### src/rtl/renew_dispatch_scheduler_if.sv
// Request channel into the renew dispatch scheduler: valid/ready handshake
// carrying the payload, the register operands and the barrier flag.
interface renew_dispatch_scheduler_if #(
  parameter int INSTR_WIDTH   = 32,
  parameter int REG_CTN_WIDTH = 5
);
  logic                     req_valid;
  logic                     req_ready;
  logic [INSTR_WIDTH-1:0]   req_instr;
  logic [REG_CTN_WIDTH-1:0] req_rd;
  logic [REG_CTN_WIDTH-1:0] req_rs1;
  logic [REG_CTN_WIDTH-1:0] req_rs2;
  logic                     req_sync;

  modport master (
    output req_valid, req_instr, req_rd, req_rs1, req_rs2, req_sync,
    input  req_ready
  );

  modport slave (
    input  req_valid, req_instr, req_rd, req_rs1, req_rs2, req_sync,
    output req_ready
  );
endinterface

### src/rtl/renew_dispatch_scheduler.sv
// Buffers work requests, checks register hazards, and issues each one to an
// eligible processor; barrier entries hold issue until both sides are idle.
module renew_dispatch_scheduler #(
  parameter int REGISTER_AMOUNT = 32,
  parameter int REG_CTN_WIDTH   = $clog2(REGISTER_AMOUNT),
  parameter int INSTR_WIDTH     = 32,
  parameter int FIFO_DEPTH      = 4
) (
  input  logic                          clk,
  input  logic                          rst,
  renew_dispatch_scheduler_if.slave     req,
  input  logic [REGISTER_AMOUNT-1:0]    processing_register_table,
  input  logic                          processor_idle_1,
  input  logic                          processor_idle_2,
  input  logic                          synchronized_processors,
  output logic                          boot_renew_register_1,
  output logic                          boot_renew_register_2,
  output logic [REG_CTN_WIDTH-1:0]      register_num,
  output logic [INSTR_WIDTH-1:0]        dispatch_instr,
  output logic                          barrier_busy,
  output logic [$clog2(FIFO_DEPTH):0]   fifo_count
);
  localparam int PTR_W = $clog2(FIFO_DEPTH);
  localparam int CNT_W = PTR_W + 1;
  localparam logic [CNT_W-1:0] DEPTH_C = CNT_W'(FIFO_DEPTH);

  typedef enum logic [1:0] {EMPTY, ISSUE, BARRIER} state_t;

  typedef struct packed {
    logic                     sync;
    logic [REG_CTN_WIDTH-1:0] rs2;
    logic [REG_CTN_WIDTH-1:0] rs1;
    logic [REG_CTN_WIDTH-1:0] rd;
    logic [INSTR_WIDTH-1:0]   instr;
  } entry_t;

  entry_t                     fifo_mem [FIFO_DEPTH];
  logic [PTR_W-1:0]           wr_ptr_reg, rd_ptr_reg;
  logic [CNT_W-1:0]           count_reg, count_next;
  state_t                     state_reg;
  logic                       rr_ptr_reg;
  logic                       launched_1_reg, launched_2_reg;
  logic [REGISTER_AMOUNT-1:0] shadow_reg;
  logic                       boot_1_reg, boot_2_reg;
  logic [REG_CTN_WIDTH-1:0]   register_num_reg;
  logic [INSTR_WIDTH-1:0]     dispatch_instr_reg;

  entry_t                     head;
  logic [REGISTER_AMOUNT-1:0] busy_mask;
  logic [REG_CTN_WIDTH-1:0]   src_idx [3];
  logic [2:0]                 src_hazard;
  logic                       hazard, eligible_1, eligible_2;
  logic                       push, pop, in_issue, issue_ok, issue_to_1, issue_to_2;
  logic                       barrier_release;

  assign req.req_ready = (count_reg < DEPTH_C);
  assign push          = req.req_valid && req.req_ready;

  // Combinational head read: the hazard check must see the entry before it pops.
  assign head      = fifo_mem[rd_ptr_reg];
  assign busy_mask = processing_register_table | shadow_reg;

  assign src_idx[0] = head.rd;
  assign src_idx[1] = head.rs1;
  assign src_idx[2] = head.rs2;

  for (genvar gi = 0; gi < 3; gi++) begin : g_src_hazard
    assign src_hazard[gi] = (src_idx[gi] != '0) && busy_mask[src_idx[gi]];
  end

  assign hazard     = |src_hazard;
  assign eligible_1 = processor_idle_1 && !launched_1_reg;
  assign eligible_2 = processor_idle_2 && !launched_2_reg;

  assign in_issue   = (state_reg == ISSUE) && (count_reg != '0);
  assign issue_ok   = in_issue && !head.sync && !hazard && (eligible_1 || eligible_2);
  // rr_ptr_reg = 0 favours processor 1 when both are free
  assign issue_to_1 = issue_ok && eligible_1 && (!eligible_2 || !rr_ptr_reg);
  assign issue_to_2 = issue_ok && !issue_to_1;

  assign barrier_release = (state_reg == BARRIER) && processor_idle_1 && processor_idle_2 &&
                           !launched_1_reg && !launched_2_reg && synchronized_processors;
  assign pop = issue_ok || barrier_release;

  always_comb begin
    count_next = count_reg;
    if (push && !pop)
      count_next = count_reg + CNT_W'(1);
    else if (!push && pop)
      count_next = count_reg - CNT_W'(1);
  end

  always_ff @(posedge clk) begin
    if (push)
      fifo_mem[wr_ptr_reg] <= '{sync: req.req_sync, rs2: req.req_rs2, rs1: req.req_rs1,
                                 rd: req.req_rd, instr: req.req_instr};
  end

  always_ff @(posedge clk) begin
    if (rst) begin
      wr_ptr_reg         <= '0;
      rd_ptr_reg         <= '0;
      count_reg          <= '0;
      state_reg          <= EMPTY;
      rr_ptr_reg         <= 1'b0;
      launched_1_reg     <= 1'b0;
      launched_2_reg     <= 1'b0;
      shadow_reg         <= '0;
      boot_1_reg         <= 1'b0;
      boot_2_reg         <= 1'b0;
      register_num_reg   <= '0;
      dispatch_instr_reg <= '0;
    end else begin
      if (push) wr_ptr_reg <= wr_ptr_reg + PTR_W'(1);
      if (pop)  rd_ptr_reg <= rd_ptr_reg + PTR_W'(1);
      count_reg <= count_next;

      if (issue_ok && eligible_1 && eligible_2)
        rr_ptr_reg <= ~rr_ptr_reg;

      // An issue can only target an idle processor, so set and clear never collide.
      if (issue_to_1)             launched_1_reg <= 1'b1;
      else if (!processor_idle_1) launched_1_reg <= 1'b0;
      if (issue_to_2)             launched_2_reg <= 1'b1;
      else if (!processor_idle_2) launched_2_reg <= 1'b0;

      shadow_reg <= '0;
      if (issue_ok) shadow_reg[head.rd] <= 1'b1;

      boot_1_reg         <= issue_to_1;
      boot_2_reg         <= issue_to_2;
      register_num_reg   <= issue_ok ? head.rd    : '0;
      dispatch_instr_reg <= issue_ok ? head.instr : '0;

      case (state_reg)
        EMPTY: begin
          if (count_reg != '0) state_reg <= ISSUE;
        end
        ISSUE: begin
          if (count_reg == '0)
            state_reg <= EMPTY;
          else if (head.sync)
            state_reg <= BARRIER;
          else if (issue_ok && count_next == '0)
            state_reg <= EMPTY;
        end
        BARRIER: begin
          if (barrier_release)
            state_reg <= (count_next == '0) ? EMPTY : ISSUE;
        end
        default: state_reg <= EMPTY;
      endcase
    end
  end

  assign boot_renew_register_1 = boot_1_reg;
  assign boot_renew_register_2 = boot_2_reg;
  assign register_num          = register_num_reg;
  assign dispatch_instr        = dispatch_instr_reg;
  assign barrier_busy          = (state_reg == BARRIER);
  assign fifo_count            = count_reg;
endmodule

### src/flat_wrapper.sv
// flat-port wrapper written by rule: the top's interface ports become plain ports
module renew_dispatch_scheduler_flat 
#(
  parameter int REGISTER_AMOUNT = 32,
  parameter int REG_CTN_WIDTH   = $clog2(REGISTER_AMOUNT),
  parameter int INSTR_WIDTH     = 32,
  parameter int FIFO_DEPTH      = 4
)
  (clk, rst, processing_register_table, processor_idle_1, processor_idle_2, synchronized_processors, boot_renew_register_1, boot_renew_register_2, register_num, dispatch_instr, barrier_busy, fifo_count, req_req_valid, req_req_instr, req_req_rd, req_req_rs1, req_req_rs2, req_req_sync, req_req_ready);
  renew_dispatch_scheduler_if #(.INSTR_WIDTH(INSTR_WIDTH), .REG_CTN_WIDTH(REG_CTN_WIDTH)) req_i ();
  input  logic clk;
  input  logic rst;
  input  logic [REGISTER_AMOUNT-1:0] processing_register_table;
  input  logic processor_idle_1;
  input  logic processor_idle_2;
  input  logic synchronized_processors;
  output logic boot_renew_register_1;
  output logic boot_renew_register_2;
  output logic [REG_CTN_WIDTH-1:0] register_num;
  output logic [INSTR_WIDTH-1:0] dispatch_instr;
  output logic barrier_busy;
  output logic [$clog2(FIFO_DEPTH):0] fifo_count;
  input wire logic [$bits(req_i.req_valid)-1:0] req_req_valid;
  input wire logic [$bits(req_i.req_instr)-1:0] req_req_instr;
  input wire logic [$bits(req_i.req_rd)-1:0] req_req_rd;
  input wire logic [$bits(req_i.req_rs1)-1:0] req_req_rs1;
  input wire logic [$bits(req_i.req_rs2)-1:0] req_req_rs2;
  input wire logic [$bits(req_i.req_sync)-1:0] req_req_sync;
  output wire logic [$bits(req_i.req_ready)-1:0] req_req_ready;
  assign req_i.req_valid = req_req_valid;
  assign req_i.req_instr = req_req_instr;
  assign req_i.req_rd = req_req_rd;
  assign req_i.req_rs1 = req_req_rs1;
  assign req_i.req_rs2 = req_req_rs2;
  assign req_i.req_sync = req_req_sync;
  assign req_req_ready = req_i.req_ready;
  renew_dispatch_scheduler #(.REGISTER_AMOUNT(REGISTER_AMOUNT), .REG_CTN_WIDTH(REG_CTN_WIDTH), .INSTR_WIDTH(INSTR_WIDTH), .FIFO_DEPTH(FIFO_DEPTH)) u_core (.clk(clk), .rst(rst), .req(req_i), .processing_register_table(processing_register_table), .processor_idle_1(processor_idle_1), .processor_idle_2(processor_idle_2), .synchronized_processors(synchronized_processors), .boot_renew_register_1(boot_renew_register_1), .boot_renew_register_2(boot_renew_register_2), .register_num(register_num), .dispatch_instr(dispatch_instr), .barrier_busy(barrier_busy), .fifo_count(fifo_count));
endmodule
### config.mk
export PLATFORM = sky130hd
export DESIGN_NAME = renew_dispatch_scheduler_flat
export DESIGN_NICKNAME = d
export VERILOG_FILES = /design/src/rtl/renew_dispatch_scheduler_if.sv /design/src/rtl/renew_dispatch_scheduler.sv /design/src/flat_wrapper.sv
export SDC_FILE = /design/constraint.sdc
export NUM_CORES = 1
export LEC_CHECK = 0
export BUFFER_PORTS_ARGS = -buffer_cell sky130_fd_sc_hd__buf_2
export CAP_MARGIN = 40
export CELL_PAD_IN_SITES_DETAIL_PLACEMENT = 2
export CELL_PAD_IN_SITES_GLOBAL_PLACEMENT = 2
export CORE_MARGIN = 1
export CORE_UTILIZATION = 45
export CTS_CLUSTER_SIZE = 25
export DETAILED_ROUTE_END_ITERATION = 8
export GPL_ROUTABILITY_DRIVEN = 0
export PLACE_DENSITY_LB_ADDON = 0.05
export SLEW_MARGIN = 20
export SYNTH_ARGS = -nofsm -noshare
export SYNTH_HDL_FRONTEND = slang
export SYNTH_SLANG_ARGS = --single-unit
### constraint.sdc
create_clock -name clk -period 7 [get_ports clk]
set_input_delay 0.35 -clock clk [delete_from_list [all_inputs] [get_ports clk]]
set_output_delay 0.35 -clock clk [all_outputs]
set_load 0.05 [all_outputs]
==> results of run 1 <==
## critical path, delay by kind of cell, from the launching register on
kind | cells | cell delay [ns]
simple gates | 5 | 1.68
mux | 4 | 1.35
flops | 1 | 0.61
buf+inv | 1 | 0.61
compound gates | 1 | 0.21
## final timing paths
path,from,to,slack (ns),cells past startpoint
setup / recovery,flop,u_core.shadow_reg[14],2.38,11
hold / removal,req_req_instr[28],u_core.fifo_mem[1][28],0.02,1
setup reg to reg,flop,u_core.shadow_reg[14],2.38,11
hold reg to reg,u_core.launched_2_reg,u_core.launched_2_reg,0.51,2
## cell type report
| class | count | area, µm² |
|---|---|---|
| Antenna cell | 4 | 10.0 |
| Clock buffer | 39 | 782 |
| Clock inverter | 13 | 189 |
| Fill cell | 2119 | 10500 |
| Inverter | 12 | 45.0 |
| Multi-Input combinational cell | 342 | 3160 |
| Sequential cell | 277 | 7470 |
| Tap cell | 319 | 399 |
| Timing Repair Buffer | 166 | 1000 |
## layer usage
metal	track usage	part of all wire
met5	0	0
met4	0.0911	0.028
met3	0.0325	0.036
met2	0.472	0.54
met1	0.308	0.40
## per-stage QoR
step           cells  total power, W  cell area [µm²]  setup slack, ns  utilization
3_3_place_gp    1085         0.00220            11800             2.51        0.500
6_report        1172         0.00380            13100             2.38        0.555
3_5_place_dp    1085         0.00223            11800             2.34        0.500
5_1_grt         1171         0.00391            13100             2.08        0.554
2_1_floorplan    663         0.00211            10900             3.64            -
4_1_cts         1168         0.00381            13000             2.32        0.554
## logic make-up (layout without fill, tap and decap cells)
kind of cell,count (synthesis),after routing
simple gates,201,201
xor+xnor,6,6
flops,277,277
compound gates,40,40
mux,88,88
buf+inv,44,230
fa+ha+maj,7,7
other cells,0,4
## where the power goes
part	total, W	internal, W	switching, W
Sequential	0.00186	0.00182	0.0000328
Combinational	0.000358	0.000147	0.000210
Clock	0.00159	0.000931	0.000658
Total	0.00380	0.00290	0.000901
## layout by cell type, fill, tap and decap left out, types with 4 or more instances in the layout
cell           count
edfxtp_1         192
buf_2            129
dfxtp_1           83
nor2_1            80
mux4_2            58
nor2b_1           38
dlygate4sd3_1     31
clkbuf_16         28
mux2i_1           22
nand2_1           19
inv_1             12
nand2b_1           8
nor4_1             7
nor3_1             7
nand3_1            7
a21oi_1            7
ha_1               7
clkbuf_1           7
buf_4              6
nor3_2             5
mux2_2             5
or3_1              5
diode_2            4
xnor2_1            4
and2_2             4
o21ai_0            4
clkbuf_8           4
bufinv_16          4
clkinv_1           4
## repair_timing
item / 4_1_cts / 5_1_grt
endpoints found under the setup margin: 0 / 0
hold buffers: 31 / 0
setup buffers: 0 / 0
hold endpoints to repair: 110 / 0
==> flow_summary.ini, run 1 <==
[worst_setup_path]
worst_path_max_delay_cell = mux4_2
cp_cell_sequence = buf_4, mux4_2, mux2i_1, mux2i_1, mux2_2, o221a_2, nor4b_2, nand2b_1, nand2b_4, or4_4, nor3_2
setup.worst_path.class = reg2reg
crit_path_end_kind = flop
crit_top_cell = mux2i_1
required_ns = 7.46
crit_fanout = 48
critPathArrivalTime_ns = 5.08
max_stage_delay_ns = 0.75
critPathLaunchType = flop

[clocking]
cts_resized = 0
clock-sinks = 277
htree_levels = 1
cts_buffers = 28
tritoncts = built
cts.root.buffer_cell = clkbuf_16
clk_latency_ns = 0.56
clkTransAtPathRegs_ns = 0.07
clockBufferDepth = 3

[global_routing]
track_usage = 0.257
globalRouteOverflowTotal = 0
grt_max_degree = 49
antenna_found_initial = 3
grt_pass1_vias = 7372
grt_pass1_wl_um = 45400

[routing]
avgRoutedWirePerCell_um = 26.0
drt_iter0_markers = 229
vias = 6442
totalWireLength_um = 30500
drc_errors = 0
dr.pass1.iters = 5
routed_via_density = 5.50
ant_nets = 0

[timing]
max_freq_mhz = 217
hold_viol = 0
maxSlewViolCount = 0
setup_viol = 0
rsz0062_at_grt = false
hold_slack_ns = 0.0233
timing.final.crit_share = 0.660
relSlewSlack = 0.490
tightest_slew_ns = 0.765
finClkSkew_ns = 0.0205
setup-tns-final_ns = 0
min_period_ns = 4.62

[synth]
synth_top_family_by_area = multiplexers
synthTopCellsByCount = edfxtp_1, dfxtp_1, nor2_1, mux4_2, nor2b_1
synth_cells = 663
synth_area_um2 = 10900
synth_ff_type = edfxtp_1
ys_ff_latch = 277
yosysTopAreaCellShare = 0.531
synth_async_sr_flop_share = 0
synth-simple-area-share = 0.0987
yosys.area.top_type = edfxtp_1
synth.distinct_cells = 63
synth_edf_count = 192
synth_area_leaders = edfxtp_1, dfxtp_1, mux4_2, nor2_1, nor2b_1
synth_compound_area_frac = 0.0278
synthMuxAreaShare = 0.151
yosysSeqAreaShare = 0.688
syn_nets = 756
synth-adder-area-share = 0.00807
synth_area_per_cell_um2 = 16.4
yosys_warnings = 0
synth-xor-area-share = 0.00484
yosysMostFrequentCell = edfxtp_1

[pwr]
pwr_density_cell_nw_per_um2 = 291
power_leakage_nw = 4.71
irDropWorstVdd_v = 0.000282

[layout]
fin_nets = 920
layout-drive-gt1-share = 0.311
largest_reg_flops = 192
area_growth_pct = 20.2

[run]
maxCapViolCount = 0

[floorplanning]
core_area_um2 = 23500
die_h_um = 157
initial_core_util = 0.461
chipWidth_um = 157
die-area_um2 = 24800
ios = 130
rows = 56

[worst_hold_path]
hold_class = in2reg

[status]
status = complete, no violations

[place]
dpl.hpwl_um = 18300
io_buffers = 129
Power figures use the tool's default switching activity.
==> run 2, diff against run 1 <==
Settings changed: ABC_AREA from default to 1, CORE_UTILIZATION 45 to 34.
Clock period 7 ns to 4.1 ns, I/O delays scaled along.
==> flow_summary.ini, run 2 <==
[floorplanning]
core_area_um2 = 31900
die_h_um = 183
chipWidth_um = 183
die-area_um2 = 33500
initial_core_util = 0.350
ios = 130
rows = 65

[clocking]
tritoncts = built
cts_buffers = 31
cts.root.buffer_cell = clkbuf_16
clockBufferDepth = 3
clkTransAtPathRegs_ns = 0.06
clk_latency_ns = 0.58
cts_resized = 0
cts_setup_buffers = 0
htree_levels = 1
clock-sinks = 277

[worst_hold_path]
hold_class = in2reg
hold_path.startpoint = req_req_valid

[timing]
timing.final.crit_share = 0.835
setup-tns-final_ns = 0
relSlewSlack = 0.550
hold_viol = 0
setup_viol = 0
max_freq_mhz = 292
maxSlewViolCount = 0
rsz0062_at_grt = false
finClkSkew_ns = 0.0153
min_period_ns = 3.42
tightest_slew_ns = 0.673

[synth]
ys_ff_latch = 277
synthTopCellsByCount = nand2_1, edfxtp_1, nor2_1, dfxtp_1, a21oi_1
yosysMostFrequentCell = nand2_1
synth_edf_count = 192
yosys.area.top_type = edfxtp_1
synth_area_leaders = edfxtp_1, dfxtp_1, nand2_1, a21oi_1, nand3_1
synth_ff_type = edfxtp_1
synth_area_um2 = 11100
yosys_warnings = 0
yosysSeqAreaShare = 0.670
synth_cells = 1038
synth.distinct_cells = 37
syn_nets = 1131
synth_area_per_cell_um2 = 10.7
yosysTopAreaCellShare = 0.517
synth_async_sr_flop_share = 0

[routing]
vias = 8247
ant_nets = 0
drt_iter0_markers = 377
dr.pass1.iters = 4
routed_via_density = 4.89
totalWireLength_um = 33500
avgRoutedWirePerCell_um = 19.9
drc_errors = 0

[worst_setup_path]
crit_fanout = 43
critPathLaunchType = flop
r2r_slack_ns = 0.68
reg2reg_depth = 18
setup.worst_path.class = reg2reg
worst_path_max_delay_cell = buf_4
critPathArrivalTime_ns = 3.90
cp_cell_sequence = buf_4, nand2_1, nand2_1, nand2_1, nand2_1, nand2_1, nand2_1, nand2_1, a21oi_1, nor2_1, nand2_1, nor2_1, nor2_4, nand3_4, nor2_4, inv_2, buf_4, a221oi_1
crit_top_cell = nand2_1
max_stage_delay_ns = 0.40
r2r-end = u_core.dispatch_instr[13]
endpoint = u_core.dispatch_instr[13]
crit_path_end_kind = flop
required_ns = 4.57

[pwr]
seqPwrFrac = 0.493
power_leakage_nw = 5.62
comb_power_share = 0.096
p_sw_frac = 0.249
p_int_w = 0.00477
p_clk_frac = 0.411
irDropWorstVdd_v = 0.000408
pwr_density_cell_nw_per_um2 = 461
power.total_w = 0.00635
p_sw_w = 0.00158

[layout]
n_fill_cell = 3396
final_cell_mix = nand2_1, edfxtp_1, buf_2, nor2_1, dfxtp_1
area_growth_pct = 23.5
largest_reg_flops = 192
layout-drive-gt1-share = 0.201
n_antenna_cell = 0
final_common_cell = nand2_1
fin_nets = 1319
fin_util = 0.432

[global_routing]
grt_max_degree = 45
track_usage = 0.204
antenna_found_initial = 0
grt_pass1_wl_um = 52000
grt_pass1_vias = 9034
globalRouteOverflowTotal = 0

[status]
status = complete, no violations

[place]
io_buffers = 129
dpl.hpwl_um = 22700

[run]
maxCapViolCount = 0
run 2: how the worst min path moves through the flow:
stage | slack [ns] | cells after the start | to
5_1_grt | 0.15 | 6 | u_core.fifo_count[2]
6_report | 0.12 | 6 | u_core.fifo_count[2]
4_1_cts | 0.12 | 6 | u_core.fifo_count[2]
3_5_place_dp | 0.42 | 1 | u_core.fifo_mem[1][1]
3_3_place_gp | 0.42 | 1 | u_core.fifo_mem[0][31]
2_1_floorplan | 0.27 | 1 | u_core.fifo_count[1]
run 2: power groups by stage:
stage	logic (W)	registers, W	clock network, W
global placement	0.000574	0.00319	0
floorplan	0.000339	0.00321	0
CTS	0.000622	0.00313	0.00269
global route	0.000685	0.00314	0.00279
detailed placement	0.000581	0.00319	0
finish	0.000611	0.00313	0.00261
run 2: repair_timing:
item,4_1_cts,5_1_grt
hold buffers,52,0
hold endpoints to repair,198,0
endpoints found under the setup margin,0,0
run 2: through the flow:
step | cells | setup WS [ns] | area, µm² | hold WS (ns)
after global routing | 1686 | 0.261 | 13800 | 0.152
after global placement | 1576 | 0.737 | 12300 | 0.418
after CTS | 1686 | 0.644 | 13800 | 0.117
after detailed placement | 1576 | 0.678 | 12300 | 0.424
after floorplan | 1038 | 0.348 | 11100 | 0.274
final | 1686 | 0.677 | 13800 | 0.125
run 2: logic make-up after synthesis:
group | Yosys count | synth area share
adder cells (fa/ha/maj) | 7 | 0.00786
buffers and inverters | 111 | 0.0471
AND/OR/NAND/NOR | 493 | 0.193
flip-flops | 277 | 0.670
AO/OA/AOI/OAI | 150 | 0.0826
run 2: routing by layer:
metal,vias up,GRT usage,part of all wire
met1,4111,0.258,0.43
met4,0,0.0457,0.019
li1,3945,-,-
met3,41,0.0344,0.041
met5,-,0,0
met2,150,0.363,0.51
run 2: layout make-up:
| class | instances | area [µm²] | share of cell area |
|---|---|---|---|
| multi-input combinational | 650 | 3180 | 0.231 |
| timing repair buffer | 198 | 1340 | 0.0976 |
| clock buffer | 37 | 808 | 0.0587 |
| clock inverter | 21 | 154 | 0.0112 |
| tap | 435 | 544 | 0.0395 |
| inverter | 68 | 260 | 0.0189 |
| sequential | 277 | 7470 | 0.543 |
run 2: critical path: cells and delay by family (launching register included):
kind / cells / cell delay, ns
compound gates: 2 / 0.45
buf+inv: 3 / 0.84
flops: 1 / 0.35
simple gates: 13 / 1.59
==> run 3, diff against run 2 <==
Settings changed: ABC_AREA 1 to 0, CORE_UTILIZATION 34 to 42.
Clock period 4.1 ns to 3.3 ns, I/O delays scaled along.
==> flow_summary.ini, run 3 (synthesis gave the netlist of run 1 again) <==
[global_routing]
grt_pass1_vias = 7718
grt_pass1_wl_um = 45500
antenna_found_initial = 2
globalRouteOverflowTotal = 0
grt_max_degree = 31
track_usage = 0.231

[layout]
fin_util = 0.579
n_antenna_cell = 0
fin_nets = 1035
final_common_cell = edfxtp_1
largest_reg_flops = 192
final_cell_mix = edfxtp_1, buf_2, dfxtp_1, buf_4
layout-drive-gt1-share = 0.437
regArea_um2 = 7470
multiInputGateArea_um2 = 3530
n_fill_cell = 2209
area_growth_pct = 34.7

[timing]
rsz0062_at_grt = true
relSlewSlack = 0.550
timing.final.crit_share = 1.10
min_period_ns = 3.63
max_freq_mhz = 275
fin_ws_ns = -0.332
maxSlewViolCount = 0
setup_viol = 79
tightest_slew_ns = 0.666
hold_viol = 0
finClkSkew_ns = 0.0435
setup-tns-final_ns = -12.69

[routing]
totalWireLength_um = 34300
vias = 6934
dr.pass1.iters = 4
routed_via_density = 5.35
avgRoutedWirePerCell_um = 26.5
drc_errors = 0
ant_nets = 0
drt_iter0_markers = 294

[floorplanning]
die_h_um = 163
die-area_um2 = 26500
ios = 130
rows = 58
chipWidth_um = 163
initial_core_util = 0.430
core_area_um2 = 25300

[worst_setup_path]
crit_buf_inv = 4
setup.worst_path.class = reg2reg
max_stage_delay_ns = 0.58
worst_path_max_delay_cell = mux4_2
r2r-end = u_core.state_reg[0]
crit_fanout = 6
r2r_slack_ns = -0.33
required_ns = 3.80
crit_family = simple AND/OR/NAND/NOR gates
critPathLaunchType = flop
crit_path_end_kind = flop
critPathArrivalTime_ns = 4.13
reg2reg_depth = 13
cp_cell_sequence = buf_4, buf_4, mux4_2, buf_8, buf_4, o211ai_1, a221o_1, o211ai_1, or4b_4, nand2_4, mux2_4, or3_1, nand3_1
crit_top_cell = buf_4

[pwr]
irDropWorstVdd_v = 0.000601
power_leakage_nw = 5.45
pwr_density_cell_nw_per_um2 = 576
power.total_w = 0.00843

[worst_hold_path]
min_to = u_core.fifo_mem[3][18]
min_path_cells = 2
hold_class = in2reg
hold_path.startpoint = req_req_instr[18]

[clocking]
htree_levels = 1
cts_buffers = 30
clkTransAtPathRegs_ns = 0.08
clockBufferDepth = 3
clk_latency_ns = 0.59
clock-sinks = 277
tritoncts = built
cts.root.buffer_cell = clkbuf_16

[run]
maxCapViolCount = 0

[status]
violations = setup timing
status = finished, violations left

[place]
dpl.hpwl_um = 19400
io_buffers = 129
place_ws_ns = -0.245
## run 3: routing by layer
| layer | part of all wire | up-vias | global-route usage |
|---|---|---|---|
| met5 | 0 | - | 0 |
| met4 | 0.021 | 0 | 0.0739 |
| met3 | 0.043 | 47 | 0.0405 |
| met2 | 0.53 | 163 | 0.421 |
| met1 | 0.40 | 3636 | 0.276 |
| li1 | - | 3088 | - |
## run 3: layout make-up
| class | instances | area share |
|---|---|---|
| inverter | 12 | 0.00308 |
| multi-input combinational | 342 | 0.242 |
| timing repair buffer | 279 | 0.148 |
| sequential | 277 | 0.511 |
| clock buffer | 45 | 0.0579 |
| clock inverter | 10 | 0.0107 |
| tap | 330 | 0.0282 |
## run 3: worst max-delay path by stage
| stage | startpoint | endpoint | cells after the start |
|---|---|---|---|
| after global routing | flop | u_core.state_reg[0] | 13 |
| after CTS | flop | u_core.state_reg[0] | 12 |
| after detailed placement | flop | u_core.state_reg[0] | 12 |
| final | flop | u_core.state_reg[0] | 13 |
| after floorplan | flop | u_core.state_reg[0] | 12 |
| after global placement | flop | u_core.state_reg[0] | 12 |
## run 3: power by group
group          internal [W]  switching (W)  leakage, nW
clock               0.00202        0.00144        0.491
sequential          0.00387      0.0000674         2.45
combinational      0.000478       0.000562         2.51
total               0.00636        0.00207         5.45
## run 3: through the flow
step | instances | area, µm² | hold slack (ns)
after floorplan | 663 | 10900 | 0.243
after global placement | 1142 | 12200 | 0.374
after detailed placement | 1142 | 12200 | 0.380
after CTS | 1266 | 14000 | 0.312
after global routing | 1295 | 14600 | 0.345
final | 1295 | 14600 | 0.340
## run 3: repair_timing
action	in CTS	in global routing
setup endpoints to repair	35	81
gates resized for setup	29	84
buffers inserted	16	29
pin swaps	10	19
endpoints found under the hold margin	200	0
hold buffers	53	0
cloned	0	3
